### config.mk
export PLATFORM = sky130hd
export DESIGN_NAME = ex_stage
export DESIGN_NICKNAME = d
export VERILOG_FILES = /design/src/rtl/ex_stage.sv
export SDC_FILE = /design/constraint.sdc
export NUM_CORES = 1
export LEC_CHECK = 0
export ABC_CLOCK_PERIOD_IN_PS = 2900
export BUFFER_PORTS_ARGS = -buffer_cell sky130_fd_sc_hd__buf_2
export CORE_AREA = 2 2 155 157
export CTS_BUF_LIST = sky130_fd_sc_hd__clkbuf_16
export CTS_CLUSTER_DIAMETER = 50
export CTS_CLUSTER_SIZE = 20
export DETAILED_ROUTE_END_ITERATION = 10
export DIE_AREA = 0 0 157 159
export MAX_ROUTING_LAYER = met4
export PLACE_DENSITY = 0.89
export SLEW_MARGIN = 20
export SYNTH_ARGS = -nofsm -noshare
export SYNTH_HDL_FRONTEND = slang
export SYNTH_SLANG_ARGS = --single-unit
export TNS_END_PERCENT = 20
### constraint.sdc
create_clock -name clk -period 2.9 [get_ports clk]
set_input_delay 0.145 -clock clk [delete_from_list [all_inputs] [get_ports clk]]
set_output_delay 0.145 -clock clk [all_outputs]
set_load 0.005 [all_outputs]
### src/rtl/ex_stage.sv
// rtl/ex_stage.sv - MIPS execute stage with EX/MEM register and iterative multiplier
//
// Purpose: computes the ALU result for the decoded op, drives the combinational
// forwarding bus back to decode, and holds the EX/MEM pipeline register. MUL runs
// on a shift-add multiplier and stalls the front end while it iterates.
//
// Optional feature: define EX_MUL_EARLY_TERM_EN to end the multiply as soon as
// the remaining multiplier bits are all zero (results are identical either way).
//
// Ports:
//   clk, rst_n        clock, synchronous active-low reset
//   flush_i           kill the current EX instruction, bubble into MEM
//   aluop_i           operation code from decode
//   rs_data_i         operand 1
//   rt_data_i         operand 2
//   w_reg_addr_i      destination register
//   wd_i              write-enable request
//   ex_data_o         forwarding data (combinational)
//   ex_wd_o           forwarding write-valid (combinational)
//   ex_addr_o         forwarding destination (combinational)
//   stall_req_o       hold PC, IF/ID and ID/EX (combinational)
//   mem_data_o        registered result to MEM
//   mem_wd_o          registered write-enable to MEM
//   mem_addr_o        registered destination to MEM
module ex_stage #(
  parameter int DATA_W    = 32,
  parameter int MUL_CNT_W = 6
) (
  input  logic              clk,
  input  logic              rst_n,
  input  logic              flush_i,
  input  logic [7:0]        aluop_i,
  input  logic [DATA_W-1:0] rs_data_i,
  input  logic [DATA_W-1:0] rt_data_i,
  input  logic [4:0]        w_reg_addr_i,
  input  logic              wd_i,
  output logic [DATA_W-1:0] ex_data_o,
  output logic              ex_wd_o,
  output logic [4:0]        ex_addr_o,
  output logic              stall_req_o,
  output logic [DATA_W-1:0] mem_data_o,
  output logic              mem_wd_o,
  output logic [4:0]        mem_addr_o
);

  localparam logic [7:0] OP_SLL  = 8'h00;
  localparam logic [7:0] OP_BEQ  = 8'h04;
  localparam logic [7:0] OP_ORI  = 8'h0d;
  localparam logic [7:0] OP_LUI  = 8'h0f;
  localparam logic [7:0] OP_ADDU = 8'h21;
  localparam logic [7:0] OP_AND  = 8'h24;
  localparam logic [7:0] OP_OR   = 8'h25;
  localparam logic [7:0] OP_XOR  = 8'h26;
  localparam logic [7:0] OP_MUL  = 8'h82;

  localparam logic [MUL_CNT_W-1:0] CNT_LAST = MUL_CNT_W'(DATA_W - 1);

  typedef enum logic [1:0] {
    S_IDLE,
    S_BUSY,
    S_DONE
  } state_t;

  state_t                state;
  logic [DATA_W-1:0]     acc;
  logic [DATA_W-1:0]     mcand;
  logic [DATA_W-1:0]     mplier;
  logic [MUL_CNT_W-1:0]  cnt;

  logic [DATA_W-1:0]     alu_res;
  logic                  legal;
  logic                  mul_start;
  logic                  busy;
  logic [DATA_W-1:0]     mplier_nx;

  // Single-cycle ALU; legal marks ops that may write a register (beq does not).
  always_comb begin
    alu_res = '0;
    legal   = 1'b0;
    case (aluop_i)
      OP_ADDU: begin alu_res = rs_data_i + rt_data_i;      legal = 1'b1; end
      OP_AND:  begin alu_res = rs_data_i & rt_data_i;      legal = 1'b1; end
      OP_OR:   begin alu_res = rs_data_i | rt_data_i;      legal = 1'b1; end
      OP_XOR:  begin alu_res = rs_data_i ^ rt_data_i;      legal = 1'b1; end
      OP_ORI:  begin alu_res = rs_data_i | rt_data_i;      legal = 1'b1; end
      OP_LUI:  begin alu_res = rt_data_i;                  legal = 1'b1; end
      OP_SLL:  begin alu_res = rt_data_i << rs_data_i[4:0]; legal = 1'b1; end
      OP_MUL:  legal = 1'b1;
      OP_BEQ:  legal = 1'b0;
      default: legal = 1'b0;
    endcase
  end

  assign mul_start = (state == S_IDLE) && (aluop_i == OP_MUL) && wd_i;
  // busy covers the launch cycle and every iteration; DONE is already free to forward.
  assign busy      = mul_start || (state == S_BUSY);
  assign mplier_nx = mplier >> 1;

  // Reset and flush both override a stall so the front end never freezes on a killed op.
  assign stall_req_o = busy && rst_n && !flush_i;
  assign ex_data_o   = (state == S_DONE) ? acc : alu_res;
  assign ex_wd_o     = wd_i && (legal || (state == S_DONE)) &&
                       (w_reg_addr_i != 5'd0) && !busy;
  assign ex_addr_o   = w_reg_addr_i;

  always_ff @(posedge clk) begin
    if (!rst_n) begin
      state      <= S_IDLE;
      acc        <= '0;
      mcand      <= '0;
      mplier     <= '0;
      cnt        <= '0;
      mem_data_o <= '0;
      mem_wd_o   <= 1'b0;
      mem_addr_o <= '0;
    end else if (flush_i) begin
      state      <= S_IDLE;
      mem_data_o <= '0;
      mem_wd_o   <= 1'b0;
      mem_addr_o <= '0;
    end else begin
      case (state)
        S_IDLE: begin
          if (mul_start) begin
            mcand  <= rs_data_i;
            mplier <= rt_data_i;
            acc    <= '0;
            cnt    <= '0;
`ifdef EX_MUL_EARLY_TERM_EN
            state  <= (rt_data_i == '0) ? S_DONE : S_BUSY;
`else
            state  <= S_BUSY;
`endif
          end
        end
        S_BUSY: begin
          if (mplier[0]) begin
            acc <= acc + mcand;
          end
          mcand  <= mcand << 1;
          mplier <= mplier_nx;
          cnt    <= cnt + 1'b1;
`ifdef EX_MUL_EARLY_TERM_EN
          if ((mplier_nx == '0) || (cnt == CNT_LAST)) begin
            state <= S_DONE;
          end
`else
          if (cnt == CNT_LAST) begin
            state <= S_DONE;
          end
`endif
        end
        S_DONE: begin
          state <= S_IDLE;
        end
        default: begin
          state <= S_IDLE;
        end
      endcase

      // While the multiplier holds the stage, MEM receives bubbles.
      if (busy) begin
        mem_data_o <= '0;
        mem_wd_o   <= 1'b0;
        mem_addr_o <= '0;
      end else begin
        mem_data_o <= ex_data_o;
        mem_wd_o   <= ex_wd_o;
        mem_addr_o <= ex_addr_o;
      end
    end
  end

endmodule

# --- Yosys cells after proc, flatten, opt, wreduce, memory -nomap -nowiden ---
# Index checks and enable logic that the tools add are counted.
word_totals:
  register_bits: 142
  inputBits: 81
  word_cells: 67
op_classes:
  addsub: 3
  eq_ne: 13
  shift: 1
  muxes: 15
  bitwise_logic: 5
  n_reduce_logical: 22
op_table:
  columns: ["op", "n"]
  rows:
  - ["one-hot mux 32 bit (2 select lines)", 3]
  - ["one-hot mux 32 bit (6 select lines)", 1]
  - ["2-to-1 mux 32 bit", 5]
  - ["adder 32 bit", 2]
  - ["bitwise AND 32 bit", 1]
  - ["== test 8 x 6 -> 1 bit (second input constant)", 4]
  - ["OR 32 bit", 1]
  - ["left shift 32 x 5 -> 32 bit", 1]
  - ["bitwise XOR 32 bit", 1]
  - ["== test 8 x 4 -> 1 bit (second input constant)", 2]
  - ["one-hot mux 6 bit (2 select lines)", 1]
  - ["== test 8 bit (second input constant)", 1]
  - ["zero test 8 bit", 1]
  - ["OR reduction 8 bit", 1]
  - ["logical AND 1 bit", 7]
  - ["adder 6 x 1 -> 6 bit (second input constant)", 1]
  - ["== test 6 x 5 -> 1 bit (second input constant)", 1]
  - ["2-to-1 mux 6 bit", 1]
  - ["nonzero test 5 bit", 1]
  - ["2-to-1 mux 2 bit", 2]
  - ["!= test 2 bit (second input constant)", 2]
  - ["one-hot mux 2 bit (2 select lines)", 1]
  - ["AND reduction 4 bit", 1]
  - ["OR reduction 2 bit", 2]
  - ["12 further kinds", 15]

# --- Depth between registers and ports, before layout ---
# Gate-level depths: netlist of run 1.
logic_depth:
  word_depth: 7
  depth_mapped: 13
  ltp_nobuf: 12

# --- Worst setup path before layout of run 1 ---
# No wires, ideal clock.
synth_path:
  path_kind: "input to register"
  from: "input rs_data_i[2]"
  to: "register mem_data_o[27]"
  arrival_time_ns: 2.952
  setup_slack_ns: -0.112
  path_stages: 11
  cell_sequence: "inv_1 > buf_1 > clkbuf_1 > ha_1 > a41o_1 > or3_1 > a311o_1 > a31oi_2 > mux2_2 > a31oi_1 > and2_1"
synth_between:
  elab_chain_cells: 3
synth_rtl:
  columns: ["element", "line", "text"]
  rows:
  - ["start: declaration", "33", "input logic [DATA_W-1:0] rs_data_i,"]
  - ["adder 32 bit or left shift 32 x 5 -> 32 bit (tied branches)", "81, 87", null]
  - ["one-hot mux 32 bit (6 select lines) *", "80", "case (aluop_i)"]
  - ["2-to-1 mux 32 bit *", "101", "assign ex_data_o = (state == S_DONE) ? acc : alu_res;"]
  - ["named net ex_data_o[27]", "37", "output logic [DATA_W-1:0] ex_data_o,"]
  - ["end signal: assignment", "167", "mem_data_o <= ex_data_o;"]
  - ["end: declaration", "41", "output logic [DATA_W-1:0] mem_data_o,"]
# Mark *: on every way through the listed nets, which the timed path passes. The rest lies on a longest branch.
# A chain may end at the register's enable or synchronous reset.

# --- Final worst setup path of run 1 ---
layout_path:
  from: "input rs_data_i[0]"
  to: "output ex_data_o[23]"
layout_between:
  elab_chain_cells: 3
layout_rtl:
  columns: ["element", "line"]
  rows:
  - ["adder 32 bit or left shift 32 x 5 -> 32 bit (tied branches)", "81, 87"]
  - ["one-hot mux 32 bit (6 select lines) *", "80"]
  - ["2-to-1 mux 32 bit *", "101"]
  - ["end: declaration", "37"]
# Every way passes the cells marked *; elsewhere a longest branch is shown, timed or not.

==> run summary, run 1 <==
The flow ran to the end, but the final reports show violations. The final reports fail on negative setup slack. The region available for standard cell placement spans 0.0232 mm2. On the worst path, the slowest cell contributes a delay of 0.43 ns. The critical path starts at rs_data_i[0]. The end of the worst register-to-register path was acc[31]$_SDFFE_PN0P_. After the first detailed-routing iteration, the DRC count stood at 2040. Clock tree synthesis found a total of 142 sinks. Once placement finished, the instance area stood at 0.0142 mm2. The library cell used most frequently in the layout, excluding fill and tap cells, is nand2_1.

The switching power as a share of total power works out to 33.4%. STA classifies the critical path endpoint as a primary output. The cell count of the worst reg-to-reg path was 10.

The clock passes through at most 2 buffers. Once detailed placement completed, the half-perimeter wirelength came to 37.2 mm. For the number of antenna violations at the first check in global routing, the log shows 1. In this run the critical register-to-register path is launched from mcand[9]$_SDFFE_PN0P_. Path class of the lowest-slack min-delay path: in -> reg. The hold-critical path depth is 3, and the switching component of the power is 1.80 mW. Dividing the synthesized area by the synthesized cell count gives 7.88 um2.

The tools report the clock latency reported for the late side of the worst-skew pair as 0.44 ns. The number of clock buffers added by TritonCTS is 17. The count of endpoints failing hold in the final timing report was 0. The critical path goes through buf_8 > ha_4 > buf_6 > a21o_1 > a41o_1 > or3_1 > a311o_1 > a31oi_2 > buf_4 > xnor2_2 > a221oi_2 > buf_4 > nor2_2 > buf_2. The worst setup path is launched from a primary input.

The tightest hold margin came out at 0.0645 ns. The tools report the post-layout instance count excluding filler cells as 2117. The worst hold path terminates at state[1]$_SDFFE_PP0P_. The remaining number of nets flagged by the antenna check after routing is 0, and the number of core rows is 56. The worst setup slack after layout came out at -0.0683 ns. The fraction of final layout cells sized beyond drive strength 1 was 24.4%; the power density over the cells was 354 mW/mm2.

Of the total power, registers draw 36.4%. After routing, the total negative slack on setup checks comes to -0.132 ns. The endpoint arrival time on the critical path came out at 2.82 ns. For the Yosys warning count, the log shows 0.

The first global-routing pass estimated 73.1 mm of wire. Relative to the synthesized area, the layout overhead comes to 23.4%. The share of the clock period used by the worst path after layout is 102%. The length of the first detailed-routing pass in iterations came out at 7. Clock share of power: 40.4%. The logs give 1964 for the number of nets in the finished design and 0 for the remaining global-route overflow.

Counting flops with a built-in enable in the synthesized netlist gives 0. Area of the die: 0.0250 mm2. Counting flops with an async set or reset pin after synthesis yields a share of 0%. The share of total power dissipated in combinational logic is 23.2%.

In the synthesized netlist the dominant register cell turns out to be dfxtp_1. The worst hold path begins at rst_n. STA puts the critical path data required time at 2.76 ns. The horizontal die dimension is 157 um, and the number of remaining DRC errors is 0.

Via count of the first global-routing pass: 12890. The I/O pin count came out at 158. For the number of vias in the routed layout, the log shows 14028. The average detailed-routed wire length per instance is 23.3 um. The tools report the largest voltage drop on the vdd net as 253 uV. The transition at the pin with the smallest max-transition slack was 0.812 ns; the overall fraction of global-route tracks in use was 39.0%. After synthesis, flip-flops and latches occupy 23.1% of the total area. After clock tree synthesis, the clock-pin slew on the worst setup and hold paths is 0.06 ns.

After synthesis the netlist holds a flip-flop and latch count of 142. Counting every instance in the synthesized netlist gives 1563. The vertical die dimension was 159 um. The tools report the H-tree depth as 4. Setup violations remaining at the end of the flow were counted as 3. In the layout the commonest cells are 195 x nand2_1, 153 x buf_2, 145 x buf_4.

The analysis attributes to cell leakage a power of 7.39 nW. The netlist area before placement came out at 0.0123 mm2. Final critical path time including I/O delays and setup: 2.97 ns. Input and output buffers added on the ports amount to 157. The post-synthesis net count came out at 1743.

Start-to-end type of the worst setup path: in -> out. The mean number of vias per cell came out at 6.63. Synthesis instantiated 84 different standard cells from the library.

For the internal power of the cells, the log shows 3.59 mW. The max-capacitance violation count is 0. TritonCTS built the clock tree. Worst slew margin relative to its limit: 45.8%. Counting stages on the worst path, the most repeated cell is buf_4. For this configuration, the core starts out at a cell density of 53.1%. Entering global routing, the biggest net connects 71 pins. Routability-driven placement finished with a final weighted congestion of 1.04. Once placement completed, the tool counted placed cells totaling 2071. Static timing analysis puts the maximum clock frequency at 337 MHz.

CTS placed an instance of clkbuf_16 at the clock tree root. The critical-path cell with the highest stage delay was a311o_1. The maximum fanout along the worst path was 3. Setup repair after global routing could not meet its margin everywhere. The tools report the final cell area excluding filler cells as 0.0152 mm2. The run gives 0.0122 ns as the final worst clock skew. The run gives 0 as the final max-slew violation count. After detailed routing, the total wire length is 49.4 mm.

For the setup slack on the worst flop-to-flop path, the log shows 0.05 ns.
## timing repair
| item | CTS | global route |
|---|---|---|
| pin swaps | 4 | 13 |
| endpoints found under the hold margin | 5 | 0 |
| gates resized for setup | 11 | 59 |
| setup buffers | 0 | 8 |
| setup endpoints to repair | 17 | 31 |
| hold buffers | 5 | 0 |
## power by group through the flow
stage | Clock [mW] | Combinational (mW) | Sequential, mW
floorplan | 0 | 0.645 | 2.00
global placement | 0 | 1.12 | 2.00
detailed placement | 0 | 1.13 | 2.00
CTS | 2.16 | 1.15 | 1.96
global route | 2.24 | 1.32 | 1.96
finish | 2.17 | 1.25 | 1.96
## layout make-up
class,count,area (um2)
clock buffers,17,425
diodes,1,2.50
flip-flops and latches,142,2840
repair buffers,320,2160
fillers,1924,7990
inverters,84,323
multi-input cells,1219,8930
clock inverters,15,125
well taps,319,399
## cells by family after synthesis
family | Yosys count | synth area share (%)
AO/OA/AOI/OAI | 536 | 32.0
XOR/XNOR | 48 | 3.41
adder cells (fa/ha/maj) | 99 | 10.2
buffers and inverters | 202 | 6.54
flip-flops | 142 | 23.1
multiplexers | 52 | 6.70
AND/OR/NAND/NOR | 484 | 18.1
## flip-flops by register name (all words and copies together), names as in the netlist
| signal | count |
|---|---|
| acc | 32 |
| mcand | 32 |
| mem_data_o | 32 |
| mplier | 32 |
| cnt | 6 |
| mem_addr_o | 5 |
| state | 2 |
| mem_wd_o | 1 |
## per-layer routing
| layer | track usage [%] | routed length, um | vias up |
|---|---|---|---|
| li1 | - | - | 6228 |
| met1 | 52.2 | 19700 | 6655 |
| met2 | 57.9 | 21700 | 966 |
| met3 | 9.12 | 6080 | 179 |
| met4 | 13.0 | 1960 | 0 |
| met5 | - | 0 | - |
## synth_stat cells, types with 30 or more instances
cell,number,share of area [%]
nand2_1,195,5.9
dfxtp_1,142,23
nor2_1,104,3.2
a21oi_1,103,4.2
ha_1,97,9.9
clkbuf_1,87,2.7
inv_1,83,2.5
o211ai_1,81,4.9
o211a_1,63,5.1
o21ai_0,63,2.6
nand3_1,37,1.5
nor3_1,32,1.3
xnor2_1,32,2.3
and2_1,30,1.5
## metrics by stage
stage	util (%)	power, mW	setup slack (ns)
final	65.5	5.38	-0.0683
after global routing	65.5	5.51	-0.135
after CTS	64.2	5.26	-0.0753
after detailed placement	61.4	3.13	-0.236
after global placement	61.4	3.13	-0.185
after floorplan	-	2.65	0.0123
## critical path: cells and delay by family
kind / cells / cell delay [ns]
and+or+nand+nor: 2 / 0.38
adders and majority gates: 1 / 0.15
AOI/OAI and AO/OA: 5 / 1.38
xor gates and xnor gates: 1 / 0.09
buffers and inverters: 5 / 0.68
## worst max-delay path by stage
stage	end	slack [ns]	depth (start not counted)
after detailed placement	ex_data_o[24]	-0.24	14
final	ex_data_o[23]	-0.07	14
after floorplan	mem_data_o[27]$_SDFF_PP0_	0.01	11
after global placement	ex_data_o[24]	-0.18	14
after global routing	ex_data_o[23]	-0.13	14
after CTS	ex_data_o[27]	-0.08	12
No activity file was read; power rests on OpenSTA's default activity.
==> run 2, diff against run 1 <==
Settings changed: ABC_CLOCK_PERIOD_IN_PS 2900 to default, REMOVE_ABC_BUFFERS from default to 1, SLEW_MARGIN 20 to default.
==> run 2 against run 1 <==
Against the previous run:
- the flow still finishes with violations (negative setup slack)
- fmax is 1.2% higher
- worst hold slack better by 0.037 ns
- cell count hardly changed
- combinational power is 3% lower
==> run summary, run 2 (same netlist as run 1, synthesis figures left out) <==
The pre-antenna-repair detailed-routing pass consisted of 6 iterations. The die is 157 um wide. CTS placed an instance of clkbuf_16 at the clock tree root. Setup repair after global routing could not meet its margin everywhere. The tools report the H-tree depth as 4. The most common library cell in the layout ignoring fill and taps was nand2_1. The critical path contains buffers and inverters numbering 4 combined. The tools report the remaining number of nets flagged by the antenna check after routing as 0. For the DRC marker count from the first detailed-route iteration, the log shows 1554.

In the layout the commonest cells are 193 x nand2_1, 156 x buf_2, 151 x buf_4. The final cell area excluding filler cells is 0.0152 mm2, and the final critical path time including I/O delays and setup is 2.93 ns. The number of clock buffers added by TritonCTS is 17. The flow ran to the end, but the final reports show violations. The tools report the accumulated negative setup slack as -0.0693 ns. For this run, the post-layout net count is 1966. Entering global routing, the biggest net connects 89 pins. Max-cap violations in this run came to 0.

The initial utilization of the core area, before any placement, comes to 53.1%. Row generation in the floorplan step produced 56 rows. Measured along the y axis, the die boundary spans 159 um. The mean number of vias per cell was 6.60; the area of the die was 0.0250 mm2. The tools report the number of remaining DRC errors as 0.

The post-detailed-routing wire length is 48.8 mm. OpenSTA, run right after detailed placement, puts the worst setup slack at -0.128 ns. The completed layout was analyzed and its total power is 5.56 mW. For the setup-violating endpoint count in the final report, the log shows 3. The critical-path cell with the highest stage delay was a311o_1. For the pin with the worst max-slew slack, the measured transition is 0.757 ns.

The tools report the largest voltage drop on the vdd net as 352 uV. Of all nets on the critical path, the largest fanout is 3. The logs give 0.44 ns for the clock latency reported for the late side of the worst-skew pair and 73.6 mm for the first-pass GRT wire length.

The area growth from synthesis to layout is 23.3%. After floorplanning, the core was sized to cover 0.0232 mm2. The clock passes through at most 2 buffers.

The library cell appearing most often on the critical path is buf_2. The final max-slew violation count came out at 0. Leakage power summed over all cells: 7.40 nW.

After detailed placement, the total cell area comes to 0.0143 mm2. Worst slew margin relative to its limit: 49.3%. The average detailed-routed wire length per instance is 23.0 um.

By startpoint and endpoint, the worst setup path is classified as in -> out. The number of vias in the routed layout was 13990; the number of clock sinks was 142. On the final layout, the worst clock skew is 0.0122 ns. STA classifies the critical path startpoint as a primary input.

Of the cells placed in the final design, the portion with a size suffix greater than 1 is 23.9%. The share of the clock period used by the worst path after layout is 101%, and the half-perimeter wire length after detailed placement is 37.2 mm. The top cell family by delay on the critical path was compound AO/OA/AOI/OAI gates.

Worst setup slack after layout: -0.0318 ns. The via count of the first global-routing pass came out at 13048. The checks that failed: negative setup slack. The signal on the critical path passes through buf_2 > inv_1 > ha_1 > o21ai_0 > o21bai_2 > or3_1 > a311o_1 > a31oi_4 > xnor2_1 > a221oi_1 > buf_4 > nor2_1 > buf_2. The path class of the tightest hold or removal check is in -> reg. At the end of routability-driven placement, the weighted congestion stood at 1.09. The run gives 341 MHz as the achievable frequency. For the endpoint required time on the critical path, the log shows 2.76 ns.

Global routing finished with a remaining overflow of 0. The number of port buffers came out at 157. The clock transition at the registers of the reported paths is 0.06 ns, and the count of endpoints failing hold in the final timing report is 0. Data arrives at the worst endpoint at 2.79 ns. The number of antenna violations at the first check in global routing was 2. The post-layout utilization of the core was 65.5%. The highest cell delay on the worst timing path was 0.42 ns. Power spread over the standard cell area amounts to 366 mW/mm2. The overall fraction of global-route tracks in use is 39.3%, and the I/O pin count is 158.

TritonCTS built the clock tree. The critical path capture point type was a primary output.
run 2: timing repair:
action / in CTS / in global routing
hold buffers: 5 / 0
resized for setup: 10 / 34
setup endpoints to repair: 15 / 31
buffers inserted: 0 / 3
endpoints found under the hold margin: 5 / 0
pin swaps: 6 / 12
run 2: power by group:
group	switching (mW)	internal, mW	total [mW]
Sequential	0.00196	1.95	1.96
Combinational	0.720	0.492	1.21
Clock	1.03	1.37	2.40
Total	1.75	3.81	5.56
run 2: layout make-up:
type	instances	area (um2)
Fill cell	1939	8010
Clock inverter	15	184
Tap cell	319	399
Timing Repair Buffer	322	2150
Sequential cell	142	2840
Inverter	84	315
Clock buffer	17	425
Antenna cell	1	2.50
Multi-Input combinational cell	1219	8870
run 2: path summary, 6_finish.rpt:
path,startpoint,end,slack [ns],depth (start not counted)
worst max-delay path,rs_data_i[7],ex_data_o[23],-0.03,13
worst min-delay path,flush_i,state[1]$_SDFFE_PP0P_,0.10,3
worst min register to register,acc[2]$_SDFFE_PN0P_,acc[2]$_SDFFE_PN0P_,0.50,2
worst max register to register,acc[8]$_SDFFE_PN0P_,acc[31]$_SDFFE_PN0P_,0.11,10
run 2: tightest hold or removal path, stage by stage:
cell and delay (ns):
buf_2 0.11, nand2b_1 0.17, nor3_1 0.07
run 2: per-layer routing:
layer	up-vias	GRT usage, %	wire length [um]
li1	6232	-	-
met1	6608	52.6	19500
met2	999	57.7	21200
met3	151	9.39	6230
met4	0	14.0	1840
met5	-	-	0
run 2: metrics by stage:
stage / cells / hold WS, ns
final: 2119 / 0.102
after detailed placement: 2078 / 0.377
after floorplan: 1445 / 0.267
after global routing: 2119 / 0.0990
after CTS: 2115 / 0.101
after global placement: 2078 / 0.371
